==> src/rtl/polyshift_r_unit_if.sv <==
// Operand/result bundle for polyshift_r_unit: the master drives operands, the slave returns
// the registered shift result.
interface polyshift_r_unit_if #(
  parameter int WORD_WIDTH = 8
) ();
  localparam int SHIFT_W = $clog2(WORD_WIDTH);

  logic [WORD_WIDTH-1:0] d_i;
  logic [WORD_WIDTH-2:0] c_i;
  logic [SHIFT_W-1:0]    shift_size_i;
  logic [1:0]            shift_type_i;
  logic                  valid_i;
  logic [WORD_WIDTH-1:0] d_o;
  logic                  valid_o;

  modport master (
    output d_i, c_i, shift_size_i, shift_type_i, valid_i,
    input  d_o, valid_o
  );

  modport slave (
    input  d_i, c_i, shift_size_i, shift_type_i, valid_i,
    output d_o, valid_o
  );
endinterface

==> src/rtl/polyshift_r_unit.sv <==
// Registered right shifter: logical, arithmetic, rotate-through-extension (RCR) and rotate.
// The result is one word of a type-specific double-width extension, shifted by log2 mux stages.
module polyshift_r_unit #(
  parameter int WORD_WIDTH = 8
) (
  input  logic                clk_i,
  input  logic                rst_ni,
  polyshift_r_unit_if.slave   bus
);
  localparam int SHIFT_W = $clog2(WORD_WIDTH);
  localparam int EXT_W   = 2 * WORD_WIDTH;

  typedef enum logic [1:0] {
    SHIFT_LOGIC = 2'd0,
    SHIFT_ARITH = 2'd1,
    SHIFT_RCR   = 2'd2,
    SHIFT_ROR   = 2'd3
  } shift_type_e;

  logic [EXT_W-1:0]      ext_s;
  logic [EXT_W-1:0]      stage_s [0:SHIFT_W];
  logic [WORD_WIDTH-1:0] result_s;
  logic [WORD_WIDTH-1:0] d_d, d_q;
  logic                  valid_d, valid_q;

  // Upper half of the extension supplies the bits that enter from the MSB side.
  always_comb begin
    ext_s = {{WORD_WIDTH{1'b0}}, bus.d_i};
    case (shift_type_e'(bus.shift_type_i))
      SHIFT_LOGIC: ext_s = {{WORD_WIDTH{1'b0}}, bus.d_i};
      SHIFT_ARITH: ext_s = {{WORD_WIDTH{bus.d_i[WORD_WIDTH-1]}}, bus.d_i};
      SHIFT_RCR:   ext_s = {1'b0, bus.c_i, bus.d_i};
      SHIFT_ROR:   ext_s = {bus.d_i, bus.d_i};
      default:     ext_s = {{WORD_WIDTH{1'b0}}, bus.d_i};
    endcase
  end

  // Stage k moves the extension right by 2^k when shift bit k is set; total shift never
  // exceeds WORD_WIDTH-1, so the zero fill at the top never reaches the low word.
  always_comb begin
    stage_s[0] = ext_s;
    for (int k = 0; k < SHIFT_W; k++) begin
      if (bus.shift_size_i[k]) begin
        stage_s[k+1] = stage_s[k] >> (1 << k);
      end else begin
        stage_s[k+1] = stage_s[k];
      end
    end
    result_s = stage_s[SHIFT_W][WORD_WIDTH-1:0];
  end

  // Capture a new result on accepted operations; otherwise hold the word and drop valid.
  always_comb begin
    d_d     = d_q;
    valid_d = 1'b0;
    if (bus.valid_i) begin
      d_d     = result_s;
      valid_d = 1'b1;
    end else begin
      d_d     = d_q;
      valid_d = 1'b0;
    end
  end

  // Output registers, cleared asynchronously so no pre-reset result survives.
  always_ff @(posedge clk_i or negedge rst_ni) begin
    if (!rst_ni) begin
      d_q     <= {WORD_WIDTH{1'b0}};
      valid_q <= 1'b0;
    end else begin
      d_q     <= d_d;
      valid_q <= valid_d;
    end
  end

  assign bus.d_o     = d_q;
  assign bus.valid_o = valid_q;
endmodule

==> src/flat_wrapper.sv <==
// flat-port wrapper written by rule: the top's interface ports become plain ports
module polyshift_r_unit_flat 
#(
  parameter int WORD_WIDTH = 8
)
  (clk_i, rst_ni, bus_d_i, bus_c_i, bus_shift_size_i, bus_shift_type_i, bus_valid_i, bus_d_o, bus_valid_o);
  polyshift_r_unit_if #(.WORD_WIDTH(WORD_WIDTH)) bus_i ();
  input  logic clk_i;
  input  logic rst_ni;
  input wire logic [$bits(bus_i.d_i)-1:0] bus_d_i;
  input wire logic [$bits(bus_i.c_i)-1:0] bus_c_i;
  input wire logic [$bits(bus_i.shift_size_i)-1:0] bus_shift_size_i;
  input wire logic [$bits(bus_i.shift_type_i)-1:0] bus_shift_type_i;
  input wire logic [$bits(bus_i.valid_i)-1:0] bus_valid_i;
  output wire logic [$bits(bus_i.d_o)-1:0] bus_d_o;
  output wire logic [$bits(bus_i.valid_o)-1:0] bus_valid_o;
  assign bus_i.d_i = bus_d_i;
  assign bus_i.c_i = bus_c_i;
  assign bus_i.shift_size_i = bus_shift_size_i;
  assign bus_i.shift_type_i = bus_shift_type_i;
  assign bus_i.valid_i = bus_valid_i;
  assign bus_d_o = bus_i.d_o;
  assign bus_valid_o = bus_i.valid_o;
  polyshift_r_unit #(.WORD_WIDTH(WORD_WIDTH)) u_core (.clk_i(clk_i), .rst_ni(rst_ni), .bus(bus_i));
endmodule
==> config.mk <==
export PLATFORM = sky130hd
export DESIGN_NAME = polyshift_r_unit_flat
export DESIGN_NICKNAME = d
export VERILOG_FILES = /design/src/rtl/polyshift_r_unit_if.sv /design/src/rtl/polyshift_r_unit.sv /design/src/flat_wrapper.sv
export SDC_FILE = /design/constraint.sdc
export NUM_CORES = 1
export LEC_CHECK = 0
export ABC_AREA = 1
export BUFFER_PORTS_ARGS = -buffer_cell sky130_fd_sc_hd__buf_4
export CAP_MARGIN = 30
export CORE_MARGIN = 5
export CORE_UTILIZATION = 53
export DETAILED_ROUTE_END_ITERATION = 6
export GPL_TIMING_DRIVEN = 0
export PLACE_DENSITY = 0.95
export SLEW_MARGIN = 20
export SYNTH_ARGS = -nofsm -noshare
export SYNTH_HDL_FRONTEND = slang
export SYNTH_SLANG_ARGS = --single-unit
export TNS_END_PERCENT = 1
==> constraint.sdc <==
create_clock -name clk_i -period 0.9 [get_ports clk_i]
set_input_delay 0.045 -clock clk_i [delete_from_list [all_inputs] [get_ports clk_i]]
set_output_delay 0.045 -clock clk_i [all_outputs]
set_load 0.01 [all_outputs]
==> summary.txt <==
Worst-path clk slew - 0.07 ns
CTS tree - built
Routed Antenna Nets - 0
Max Buffers Root-to-Sink - 2
IO buf count - 29
worst vdd ir - 988 uV
DP Cell Count - 188
worst r2r src - u_core.bus.d_o[7]
wire length per cell - 13.4 um
RR Endpoint - u_core.bus.d_o[7]
most common cell after layout, fill and taps aside - nand2_1
Slew Viols, Final - 0
Skew-Pair Late Insertion Delay - 0.27 ns
Hold WC Path Type - in -> reg
RSZ-0062 raised after global routing - no
synthesized flop and latch total - 9
Die Wd - 51.4 um
TritonCTS buffer count - 3
Worst Hold Launch - bus_shift_size_i[2]
vias in the first global route - 1045
worst slew pin tran - 0.207 ns
initial DRC count - 43
worst endpoint data arrival time - 0.82 ns
CP Class - reg -> out
Syn Nets - 165
CTS Root Cell - clkbuf_4
initial antenna violation count - 0
P per Cell Area - 1160 nW/um^2
placed standard-cell area - 1150 sq um
crit path max-delay cell type - dfrtp_1
Core ar. - 1670 sq um
Avg Cell Area, Syn - 6.40 sq um
post-synth cell types - 22
synthesized area - 908 sq um
share of cells above drive strength 1 - 29.4%
clock sink total - 9
Final GP Congestion - 0.851
leakage - 0.649 nW
Max Clock Skew - 0 ns
floorplan row count - 15
Hold Slack - 0.107 ns
pre-CTS setup slack - -0.135 ns
Crit path required time - 0.85 ns
setup TNS - 0 ns
Reg2Reg Setup Slack - 0.27 ns
DRT Pass-1 Iters - 4
Die Area - 2640 sq um
routed via count - 1107
Hold Crit Depth - 3
hold endpoint - u_core.bus.d_o[4]
Filler cells - 141
crit end category - output port
first-pass GRT wire length - 4.33 mm
critical path depth - 1
Routed WL - 2.60 mm
total I/O pin count - 32
most frequent cells in the layout - 48 x nand2_1, 36 x nand3_1, 31 x buf_4
sequential share of the synthesized area - 24.8%
synthesis-to-layout area growth - 31.4%
Clock H-tree levels - 1
Final Setup Violations - 0
part of the cycle the worst path needs - 95.7%
Max-Cap Viols - 0
worst setup margin - 0.0391 ns
crit-path cells - buf_4
warnings from Yosys - 0
max_slew headroom - 85.8%
post-DP HPWL - 2.08 mm
post-route cell area - 1190 sq um
crit-path max cell delay - 0.39 ns
post-layout util - 71.5%
worst path bufs/invs - 1
status - complete, no violations
Worst Setup Start Kind - flop
Initial Util - 54.4%
postcts setup bufs - 0
Vias/cell - 5.71
Worst Path Max Fanout - 2
Post-Syn Instances - 142
Reg2Reg Depth - 2
diode count - 0
Peak Freq - 1160 MHz
final hold vios - 0
Chip Height - 51.4 um
final std cells w/o fill - 194
DRC viols - 0
Pwr Total - 1.39 mW
fin nets - 201
largest net degree at the start of global routing - 11
post-route minimum period - 0.861 ns
Total GRT Usage - 21.0%
Crit path max-delay family - flip-flops
gr ovfl total - 0
kinds of logic (layout without fill, tap and decap cells):
kind of cell,count (synthesis),in the layout,synth area share [%]
flops,9,9,24.8
buf+inv,17,52,11.8
simple gates,100,100,53.4
compound gates,15,15,8.82
mux,1,1,1.10
repair_timing:
item                      in CTS  in global routing
resized for setup              0                  0
hold buffers                   2                  0
hold endpoints to repair      10                  0
cell type report:
type                            count  area, sq um  area share (%)
Multi-Input combinational cell    116          576            48.2
Clock buffer                        4         26.3            2.20
Tap cell                           17         21.3            1.78
Buffer                              8         72.6            6.08
Inverter                            9         35.0            2.94
Sequential cell                     9          225            18.9
Timing Repair Buffer               31          238            19.9
Yosys cell counts, drive strengths merged:
cell    count  area (sq um)
or2         2          12.5
mux2i       1          10.0
o21ai      10          53.8
nor2        2          7.51
nand3      42           248
clkinv      1          5.00
buf         7          58.8
dfrtp       9           225
nand4       4          25.0
a21oi       4          20.0
inv         8          30.0
nand2      50           193
o22ai       1          6.26
clkbuf      1          13.8
worst register-to-register path, stage by stage, from the launching register on:
cell	delay (ns)
dfrtp_1	0.39
nand2_1	0.07
nand2_1	0.06
sequential cells by signal, summed over array words and instances (netlist names):
name and flops:
u_core.bus.d_o 8, u_core.bus.valid_o 1
layer usage:
layer	global-route usage, %	share of wire, %
met5	0	0
met4	6.55	1.8
met3	2.62	6.0
met2	37.7	51
met1	25.7	41
power breakdown:
part	switching (mW)	internal, mW	leakage, nW
logic	0.298	0.259	0.526
clock network	0.178	0.172	0.0150
registers	0.0280	0.453	0.109
how the worst max path moves through the flow:
stage | start | endpoint | slack, ns
2_1_floorplan | bus_shift_type_i[0] | u_core.bus.d_o[6] | 0.01
3_3_place_gp | bus_shift_type_i[0] | u_core.bus.d_o[6] | -0.11
3_5_place_dp | bus_shift_size_i[0] | u_core.bus.d_o[5] | -0.14
4_1_cts | u_core.bus.d_o[7] | bus_d_o[7] | 0.04
5_1_grt | bus_shift_size_i[0] | u_core.bus.d_o[1] | 0.004
6_report | u_core.bus.d_o[7] | bus_d_o[7] | 0.04
No activity file was read; power rests on OpenSTA's default activity.
